===== src/rtl/tetris_board_renderer_if.sv =====
// tetris_board_renderer_if: game-logic access port to the playfield
// Signals:
//   wr_en/wr_col/wr_row/wr_data  cell write (ignored while busy or out of range)
//   rd_col/rd_row -> rd_data     registered cell read, 0 when busy or out of range
//   clear -> busy                start a board clear / clear in progress
// Modports: master = game logic, slave = board renderer.
interface tetris_board_renderer_if;
    logic       wr_en;
    logic [3:0] wr_col;
    logic [4:0] wr_row;
    logic [2:0] wr_data;
    logic [3:0] rd_col;
    logic [4:0] rd_row;
    logic [2:0] rd_data;
    logic       clear;
    logic       busy;
    modport master (output wr_en, wr_col, wr_row, wr_data, rd_col, rd_row, clear,
                    input  rd_data, busy);
    modport slave  (input  wr_en, wr_col, wr_row, wr_data, rd_col, rd_row, clear,
                    output rd_data, busy);
endinterface


===== src/rtl/tetris_board_renderer.sv =====
// tetris_board_renderer: playfield store plus 2-stage pixel colour pipeline for the VGA driver
// Ports:
//   CLOCK_50  clock shared with the driver's x/y logic
//   reset     asynchronous active-low reset; starts a full board clear
//   x, y      pixel coordinate from the video driver
//   r, g, b   pixel colour, two cycles after x/y
//   bus       game-logic cell write/read and clear sequencer (slave side)
module tetris_board_renderer #(
    parameter int COLS      = 10,
    parameter int ROWS      = 20,
    parameter int CELL_LOG2 = 4,
    parameter int X0        = 240,
    parameter int Y0        = 80,
    parameter int BORDER_W  = 4
) (
    input  logic                          CLOCK_50,
    input  logic                          reset,
    input  logic [9:0]                    x,
    input  logic [8:0]                    y,
    output logic [7:0]                    r,
    output logic [7:0]                    g,
    output logic [7:0]                    b,
    tetris_board_renderer_if.slave        bus
);
    localparam int N  = COLS * ROWS;
    localparam int AW = $clog2(N);
    localparam int BW = COLS << CELL_LOG2;
    localparam int BH = ROWS << CELL_LOG2;
    localparam logic [23:0] PAL [8] = '{24'h000000, 24'h00FFFF, 24'hFFFF00, 24'h8000FF,
                                        24'h00FF00, 24'hFF0000, 24'h0000FF, 24'hFF8000};

    typedef enum logic {IDLE, CLEAR} state_t;

    state_t          state_q, state_d;
    logic [AW-1:0]   addr_q, addr_d;
    logic            busy_q, busy_d;
    logic [2:0]      rd_q, rd_d;
    logic            in_board_q, in_board_d;
    logic            in_border_q, in_border_d;
    logic            grid_q, grid_d;
    logic [2:0]      vid_q, vid_d;
    logic [23:0]     rgb_q, rgb_d;

    logic [2:0]      mem [N];
    logic            we, rd_ok;
    logic [AW-1:0]   waddr, raddr, vaddr;
    logic [2:0]      wdata;
    logic [9:0]      dx, dy;
    int              xi, yi;

    always_comb begin
        state_d = state_q;
        addr_d  = addr_q;
        if (state_q == CLEAR) begin
            addr_d = addr_q + AW'(1);
            if (addr_q == AW'(N - 1)) state_d = IDLE;
        end else if (bus.clear) begin
            state_d = CLEAR;
            addr_d  = '0;
        end
        busy_d = state_d == CLEAR;
    end

    // The clear sweep owns the single write port while busy.
    always_comb begin
        we    = busy_q || (bus.wr_en && int'(bus.wr_col) < COLS && int'(bus.wr_row) < ROWS);
        waddr = busy_q ? addr_q : AW'(int'(bus.wr_row) * COLS + int'(bus.wr_col));
        wdata = busy_q ? 3'd0 : bus.wr_data;
        rd_ok = int'(bus.rd_col) < COLS && int'(bus.rd_row) < ROWS;
        raddr = AW'(int'(bus.rd_row) * COLS + int'(bus.rd_col));
        rd_d  = (busy_q || !rd_ok) ? 3'd0 : mem[raddr];
    end

    // Stage 1: region flags and cell fetch; offsets wrap in 10 bits but only matter in_board.
    always_comb begin
        xi          = int'(x);
        yi          = int'(y);
        in_board_d  = xi >= X0 && xi < X0 + BW && yi >= Y0 && yi < Y0 + BH;
        in_border_d = !in_board_d && xi >= X0 - BORDER_W && xi < X0 + BW + BORDER_W &&
                      yi >= Y0 - BORDER_W && yi < Y0 + BH + BORDER_W;
        dx          = x - 10'(X0);
        dy          = {1'b0, y} - 10'(Y0);
        grid_d      = in_board_d && (dx[CELL_LOG2-1:0] == '0 || dy[CELL_LOG2-1:0] == '0);
        vaddr       = AW'(int'(dy >> CELL_LOG2) * COLS + int'(dx >> CELL_LOG2));
        vid_d       = in_board_d ? mem[vaddr] : 3'd0;
    end

    // Stage 2: colour select.
    always_comb begin
        rgb_d = in_board_q ? (vid_q != 3'd0 ? PAL[vid_q] : (grid_q ? 24'h202020 : 24'h000000))
                           : (in_border_q ? 24'h808080 : 24'h000000);
    end

    always_ff @(posedge CLOCK_50) begin
        if (we) mem[waddr] <= wdata;
    end

    always_ff @(posedge CLOCK_50 or negedge reset) begin
        if (!reset) begin
            state_q     <= CLEAR;
            addr_q      <= '0;
            busy_q      <= 1'b1;
            rd_q        <= '0;
            in_board_q  <= 1'b0;
            in_border_q <= 1'b0;
            grid_q      <= 1'b0;
            vid_q       <= '0;
            rgb_q       <= '0;
        end else begin
            state_q     <= state_d;
            addr_q      <= addr_d;
            busy_q      <= busy_d;
            rd_q        <= rd_d;
            in_board_q  <= in_board_d;
            in_border_q <= in_border_d;
            grid_q      <= grid_d;
            vid_q       <= vid_d;
            rgb_q       <= rgb_d;
        end
    end

    assign r           = rgb_q[23:16];
    assign g           = rgb_q[15:8];
    assign b           = rgb_q[7:0];
    assign bus.rd_data = rd_q;
    assign bus.busy    = busy_q;
endmodule


===== src/flat_wrapper.sv =====
// flat-port wrapper written by rule: the top's interface ports become plain ports
module tetris_board_renderer_flat 
#(
    parameter int COLS      = 10,
    parameter int ROWS      = 20,
    parameter int CELL_LOG2 = 4,
    parameter int X0        = 240,
    parameter int Y0        = 80,
    parameter int BORDER_W  = 4
)
  (CLOCK_50, reset, x, y, r, g, b, bus_wr_en, bus_wr_col, bus_wr_row, bus_wr_data, bus_rd_col, bus_rd_row, bus_clear, bus_rd_data, bus_busy);
  tetris_board_renderer_if bus_i ();
  input  logic CLOCK_50;
  input  logic reset;
  input  logic [9:0] x;
  input  logic [8:0] y;
  output logic [7:0] r;
  output logic [7:0] g;
  output logic [7:0] b;
  input wire logic [$bits(bus_i.wr_en)-1:0] bus_wr_en;
  input wire logic [$bits(bus_i.wr_col)-1:0] bus_wr_col;
  input wire logic [$bits(bus_i.wr_row)-1:0] bus_wr_row;
  input wire logic [$bits(bus_i.wr_data)-1:0] bus_wr_data;
  input wire logic [$bits(bus_i.rd_col)-1:0] bus_rd_col;
  input wire logic [$bits(bus_i.rd_row)-1:0] bus_rd_row;
  input wire logic [$bits(bus_i.clear)-1:0] bus_clear;
  output wire logic [$bits(bus_i.rd_data)-1:0] bus_rd_data;
  output wire logic [$bits(bus_i.busy)-1:0] bus_busy;
  assign bus_i.wr_en = bus_wr_en;
  assign bus_i.wr_col = bus_wr_col;
  assign bus_i.wr_row = bus_wr_row;
  assign bus_i.wr_data = bus_wr_data;
  assign bus_i.rd_col = bus_rd_col;
  assign bus_i.rd_row = bus_rd_row;
  assign bus_i.clear = bus_clear;
  assign bus_rd_data = bus_i.rd_data;
  assign bus_busy = bus_i.busy;
  tetris_board_renderer #(.COLS(COLS), .ROWS(ROWS), .CELL_LOG2(CELL_LOG2), .X0(X0), .Y0(Y0), .BORDER_W(BORDER_W)) u_core (.CLOCK_50(CLOCK_50), .reset(reset), .x(x), .y(y), .r(r), .g(g), .b(b), .bus(bus_i));
endmodule

===== config.mk =====
export PLATFORM = sky130hd
export DESIGN_NAME = tetris_board_renderer_flat
export DESIGN_NICKNAME = d
export VERILOG_FILES = /design/src/rtl/tetris_board_renderer_if.sv /design/src/rtl/tetris_board_renderer.sv /design/src/flat_wrapper.sv
export SDC_FILE = /design/constraint.sdc
export NUM_CORES = 1
export LEC_CHECK = 0
export CORE_MARGIN = 2
export CORE_UTILIZATION = 57
export CTS_CLUSTER_SIZE = 28
export DETAILED_ROUTE_END_ITERATION = 6
export PLACE_DENSITY = 0.76
export SYNTH_ARGS = -nofsm -noshare
export SYNTH_HDL_FRONTEND = slang
export SYNTH_SLANG_ARGS = --single-unit

===== constraint.sdc =====
create_clock -name CLOCK_50 -period 7.06 [get_ports CLOCK_50]
set_input_delay 1.412 -clock CLOCK_50 [delete_from_list [all_inputs] [get_ports CLOCK_50]]
set_output_delay 1.412 -clock CLOCK_50 [all_outputs]
set_load 0.01 [all_outputs]

==> out/qor.csv <==
metric,value,unit
path_clk_slew,0.07,ns
top_layer,met5,
hp-class,reg -> reg,
arrival,6.20,ns
drt-met1-wl,31300,µm
syn_nets,1953,
final_nets,2006,
startpoint_type,input pin,
antenna_found_initial,1,
num_rows,86,
ant_nets,0,
route.met3.wl,11700,µm
maxCapViolations,0,
max-vdd-ir-drop,0.177,mV
syn_area,31900,µm²
powerDensity,272,nW/µm²
dieArea,57800,µm²
yosysSeqAreaShare,58.6,%
hp-start,u_core.in_border_q,
synth_edf_count,600,
worst_slack,1.36,ns
path_class,in -> reg,
vias,19300,
p_seq_share,41.7,%
drive_gt1_share,26.3,%
r2r-end,u_core.mem[178][0],
area_growth,11.0,%
cts_buffers,66,
comb_power_share,21.1,%
nFillCells,3665,
sw_frac_of_total,27.6,%
p_clk_share,37.2,%
fin_setup_tns,0,ns
setup_violations,0,
cts_resized,0,
firstDrtPassIters,5,
ioPinCount,72,
hpwl,55700,µm
start_util,57.8,%
viasPerCell,7.10,
cts_root_buf,clkbuf_16,
p_int,0.00698,W
route.detailed.drc,0,
die_x,240,µm
synthFlopType,edfxtp_1,
port_buffers,71,
cp.required,7.56,ns
cts.sinks,627,
postLayoutCellArea,35400,µm²
diodes,0,
yosys_warnings,0,
placed_area,33200,µm²
final-seq-area,18700,µm²
place.gp.congestion,0.920,
wl_per_cell,31.9,µm
leakagePower,11.4,nW
die_y,240,µm
ff2ff_setup_slack,3.26,ns
p_sw,0.00266,W
grt_util_all_layers,31.0,%
hold_buffers,0,
synth-seq-cells,627,
cts_max_level,3,
min_to,u_core.rgb_q[7],
multiInputGateArea,12200,µm²
dp_slack,0.854,ns
fin_hold_ws,0.541,ns
worst_skew_pair.late_latency,0.61,ns
synth.avg_cell_area,17.1,µm²
coreArea,55200,µm²
syn_inst,1863,
dp.cells,2596,
r2r_start,u_core.state_q,
cts_setup_buffers,0,
drt_iter0_drc,2710,
finalCritPeriodShare,80.8,%
r2r_cells,5,
synthDistinctLibCells,76,
status,"finished, final reports clean",
rsz0062_at_grt,no,
grt_first_pass_wirelength,128000,µm
grt-ovfl-total,0,
totalWireLength,86700,µm
cts_tree,yes,
max_freq,175,MHz
skew,0.0202,ns
first_global_vias,19300,
async_flop_share,4.31,%
wl_met2,39600,µm
hold_viol,0,
cp-end-kind,register,
slew_headroom,14.1,%
min_period,5.70,ns
slew_viol_final,0,
cts_buffer_depth,3,
worstMarginPinSlew,1.28,ns
cp_max_fo,22,
whs_path_depth,2,
stdcell_count,2715,
grt_max_degree,201,
==> stage by stage <==
| stage | power (W) | utilization, % |
|---|---|---|
| after detailed placement | 0.00608 | 60.1 |
| after global placement | 0.00606 | 60.1 |
| after global routing | 0.00988 | 64.1 |
| after CTS | 0.00961 | 64.1 |
| after floorplan | 0.00552 | - |
| final | 0.00964 | 64.1 |
==> flip-flops by register name (all words and copies together) (netlist names) <==
name	flops
u_core.grid_q	1
u_core.addr_q	8
u_core.state_q	1
u_core.rgb_q	9
u_core.vid_q	3
u_core.bus.rd_data	3
u_core.in_board_q	1
u_core.mem	600
u_core.in_border_q	1
==> cell families (layout without fill, tap and decap cells) <==
family / count (synthesis) / after routing / synth area share [%]
XOR/XNOR: 37 / 37 / 1.16
adder cells (fa/ha/maj): 46 / 46 / 1.95
multiplexers: 395 / 395 / 25.8
flip-flops: 627 / 627 / 58.6
buffers and inverters: 165 / 269 / 3.39
AND/OR/NAND/NOR: 448 / 448 / 5.97
AO/OA/AOI/OAI: 145 / 145 / 3.09
==> cell usage after synthesis, types with 7 or more instances <==
master | n | share of area, %
nor2b_1 | 19 | 0.37
nor2_1 | 233 | 2.7
buf_4 | 25 | 0.59
clkbuf_8 | 8 | 0.35
a21o_1 | 8 | 0.19
dfrtp_1 | 26 | 2.0
mux2_2 | 9 | 0.32
buf_2 | 30 | 0.47
clkbuf_1 | 54 | 0.64
mux4_2 | 324 | 23
a21oi_1 | 27 | 0.42
xnor2_1 | 19 | 0.52
buf_12 | 7 | 0.44
mux2i_1 | 48 | 1.5
inv_1 | 16 | 0.19
and3_1 | 7 | 0.14
nor3_1 | 8 | 0.13
o21ai_0 | 24 | 0.38
buf_6 | 10 | 0.35
edfxtp_1 | 600 | 57
xor2_1 | 15 | 0.41
ha_1 | 40 | 1.6
nand2_1 | 114 | 1.3
nand3_1 | 35 | 0.55
a31oi_1 | 14 | 0.27
mux4_1 | 11 | 0.91
a211oi_1 | 16 | 0.38
==> cell usage in the layout (no fill, tap or decap), types with 8 or more instances in the layout <==
cell type,synthesis,layout
inv_1,16,16
dfrtp_1,26,26
nand2_1,114,114
a21o_1,8,8
xor2_1,15,14
nor2_1,233,233
nor3_1,8,8
a211oi_1,16,16
nor2b_1,19,16
buf_4,25,55
mux2i_1,48,48
clkbuf_1,54,8
clkinv_2,0,8
mux4_1,11,11
clkdlybuf4s50_1,0,69
a31oi_1,14,14
ha_1,40,38
edfxtp_1,600,600
mux2_2,9,9
a21oi_1,27,27
nand3_1,35,35
xnor2_1,19,16
o21ai_0,24,24
clkinv_1,2,14
clkbuf_16,0,69
bufinv_16,0,8
mux4_2,324,324
==> area by class of cell <==
| class | count | share of cell area [%] |
|---|---|---|
| multi-input cells | 1071 | 34.5 |
| clock inverters | 41 | 1.30 |
| repair buffers | 132 | 3.53 |
| flip-flops and latches | 627 | 52.8 |
| inverters | 18 | 0.191 |
| well taps | 748 | 2.64 |
| clock buffers | 78 | 5.00 |
==> power by group through the flow <==
stage	sequential, W	clock [W]	combinational (W)
detailed placement	0.00410	0	0.00198
global route	0.00402	0.00374	0.00212
floorplan	0.00410	0	0.00142
CTS	0.00402	0.00360	0.00199
finish	0.00402	0.00358	0.00203
global placement	0.00410	0	0.00196
==> critical path, stage by stage <==
cell	delay, ns
clkdlybuf4s50_1	0.48
inv_1	0.22
ha_1	0.25
inv_1	0.05
a21oi_1	0.16
xor2_1	0.25
ha_1	0.30
fa_1	0.48
ha_1	0.49
xor2_4	0.71
mux4_1	0.39
nand2_1	0.06
a311o_1	0.39
and3_1	0.20
a2111oi_2	0.34
==> per-layer routing <==
| layer | GRT usage, % | up-vias |
|---|---|---|
| li1 | - | 7686 |
| met5 | 0 | - |
| met1 | 42.7 | 9820 |
| met2 | 46.2 | 1538 |
| met3 | 8.86 | 219 |
| met4 | 14.3 | 2 |
==> worst max path at each step <==
stage	startpoint	endpoint	slack, ns
floorplan	x[4]	u_core.vid_q[1]	1.70
CTS	y[4]	u_core.vid_q[0]	1.46
finish	y[4]	u_core.vid_q[0]	1.36
global route	y[4]	u_core.vid_q[1]	1.09
detailed placement	y[4]	u_core.vid_q[0]	0.85
global placement	y[4]	u_core.vid_q[0]	0.94
No activity file was read; power rests on OpenSTA's default activity.
==> patch (same settings) <==
Reset style: synchronous (`reset`), changed in one clocked block. Comments in the files are not updated.
--- a/src/rtl/tetris_board_renderer.sv
+++ b/src/rtl/tetris_board_renderer.sv
@@ -97,3 +97,3 @@
 
-    always_ff @(posedge CLOCK_50 or negedge reset) begin
+    always_ff @(posedge CLOCK_50) begin
         if (!reset) begin
Function: changed (a bounded check fails within 4 cycles, from zero or initial values and one cycle with reset low).
==> patch against the original RTL <==
- power grew 1.7%
- cell area grew 0.72%
- critical endpoint is now u_core.vid_q[1]
- first-iteration DRC count grew 21%
- routed wire length grew 9.1%
- area after synthesis up 0.77%
- setup slack lost 0.23 ns
- sequential cell count is the same
==> patch: results (changes against the original RTL) <==
| Parameter | Reported | vs unedited |
|:---|:---|:---|
| Worst slew pin tran | 1.272 ns | was 1.285 ns |
| Post-synthesis sequential area ratio | 0.5777 | was 0.5864 |
| Count of unique library cells instantiated by Yosys | 80 | was 76 |
| Fraction of met1 tracks used by global routing | 0.4284 | was 0.4270 |
| Top cells by area in the synthesized netlist | sky130_fd_sc_hd__edfxtp_1 (56%), sky130_fd_sc_hd__mux4_2 (19%), sky130_fd_sc_hd__mux2i_1 (3.1%) | was sky130_fd_sc_hd__edfxtp_1 (57%), sky130_fd_sc_hd__mux4_2 (23%), sky130_fd_sc_hd__nor2_1 (2.7%) |
| Cell class contributing the biggest share of worst-path delay | compound AO/OA/AOI/OAI gates | was adder cells |
| Top cells by instance count after synthesis | sky130_fd_sc_hd__edfxtp_1 (600), sky130_fd_sc_hd__mux4_2 (276), sky130_fd_sc_hd__nor2_1 (253), sky130_fd_sc_hd__nand2_1 (159), sky130_fd_sc_hd__mux2i_1 (99) | was sky130_fd_sc_hd__edfxtp_1 (600), sky130_fd_sc_hd__mux4_2 (324), sky130_fd_sc_hd__nor2_1 (233), sky130_fd_sc_hd__nand2_1 (114), sky130_fd_sc_hd__clkbuf_1 (54) |
| Clock latency on the worst-skew pair | 0.62 ns |  |
| Overall via count from detail_route | 21,355 | was 19,265 |
| Global-route wire length before repair | 139.1 mm | was 128.5 mm |
| Async set-reset flop share out of synthesis | 0 | was 0.04306 |
| Detailed Routing Iterations Pass 1 | 7 | was 5 |
| Multiplexer share of the synthesized area | 0.2333 | was 0.2581 |
| Xor/xnor share of the synthesized area | 0.009581 | was 0.01158 |
| Hold path depth | 1 | was 2 |
| Final weighted congestion in routability-driven placement | 0.9626 | was 0.9196 |
| HPWL reported at the end of detailed placement | 59.97 mm | was 55.70 mm |
| Nets | 2,196 | was 2,006 |
| Endpoint of the worst-slack reg-to-reg timing path | u_core.mem[152][0] | was u_core.mem[178][0] |
| Per-cell routed wire length | 32.42 µm | was 31.92 µm |
| Gate count after technology mapping | 2,078 | was 1,863 |
| Hold Startpoint | u_core.in_board_q | was u_core.in_border_q |
| Cell Int Power | 0.006941 W | was 0.006983 W |
| DRC marker count from the first detailed-route iteration | 3,275 | was 2,710 |
| Global routing met3 resource utilization | 0.1006 | was 0.08863 |
| Adder-cell share of the synthesized area | 0.01893 | was 0.01947 |
| Setup skew after layout | 0.02222 ns | was 0.02022 ns |
| LEAKAGE | 11.68 nW | was 11.39 nW |
| Worst endpoint data arrival time | 6.45 ns | was 6.20 ns |
| Complex-gate fraction of the synthesized area | 0.05013 | was 0.03089 |
| Overall Global Routing Usage | 0.3334 | was 0.3097 |
| Non-filler cells, final | 2,916 | was 2,715 |
| Status | complete, no violations | unchanged |
| Beginning of the worst register-to-register path | u_core.state_q | unchanged |
| Global-route met2 utilization | 0.5033 | was 0.4621 |
| Maximum fanout along the worst path | 15 | was 22 |
[patch: area by class of cell]
type	count	area, µm²
Fill cell	3871	20410
Antenna cell	2	5.005
Clock inverter	42	376.6
Sequential cell	627	18560
Inverter	14	52.55
Tap cell	756	945.9
Clock buffer	79	1827
Multi-Input combinational cell	1272	12660
Timing Repair Buffer	124	1227
[patch: through the flow]
step	cell area, µm²	util	hold slack, ns	setup slack, ns
after global routing	35650	0.6359	0.5593	0.9236
after floorplan	32130	-	0.4475	2.046
final	35650	0.6360	0.5267	1.127
after CTS	35640	0.6358	0.5286	1.231
after global placement	33440	0.5965	0.4853	0.8306
after detailed placement	33440	0.5965	0.5123	0.6420
[patch: how the worst max path moves through the flow]
stage | slack [ns] | end | depth (start not counted) | start
2_1_floorplan | 2.05 | u_core.mem[0][0] | 1 | bus_wr_data[0]
6_report | 1.13 | u_core.vid_q[1] | 16 | y[4]
4_1_cts | 1.23 | u_core.vid_q[1] | 16 | y[4]
3_3_place_gp | 0.83 | u_core.vid_q[1] | 15 | y[4]
3_5_place_dp | 0.64 | u_core.vid_q[1] | 16 | y[4]
5_1_grt | 0.92 | u_core.vid_q[1] | 17 | y[4]
[patch: power groups by stage]
stage	combinational [W]	sequential, W	clock [W]
after detailed placement	0.00212	0.00411	0
after floorplan	0.00142	0.00411	0
after global routing	0.00229	0.00403	0.00370
after global placement	0.00209	0.00411	0
after CTS	0.00214	0.00403	0.00356
final	0.00221	0.00403	0.00355
[patch: metal layers]
layer | vias to the layer above | share of wire
met4 | 0 | 0.072
li1 | 8444 | -
met3 | 405 | 0.14
met1 | 10670 | 0.33
met5 | - | 0
met2 | 1836 | 0.45
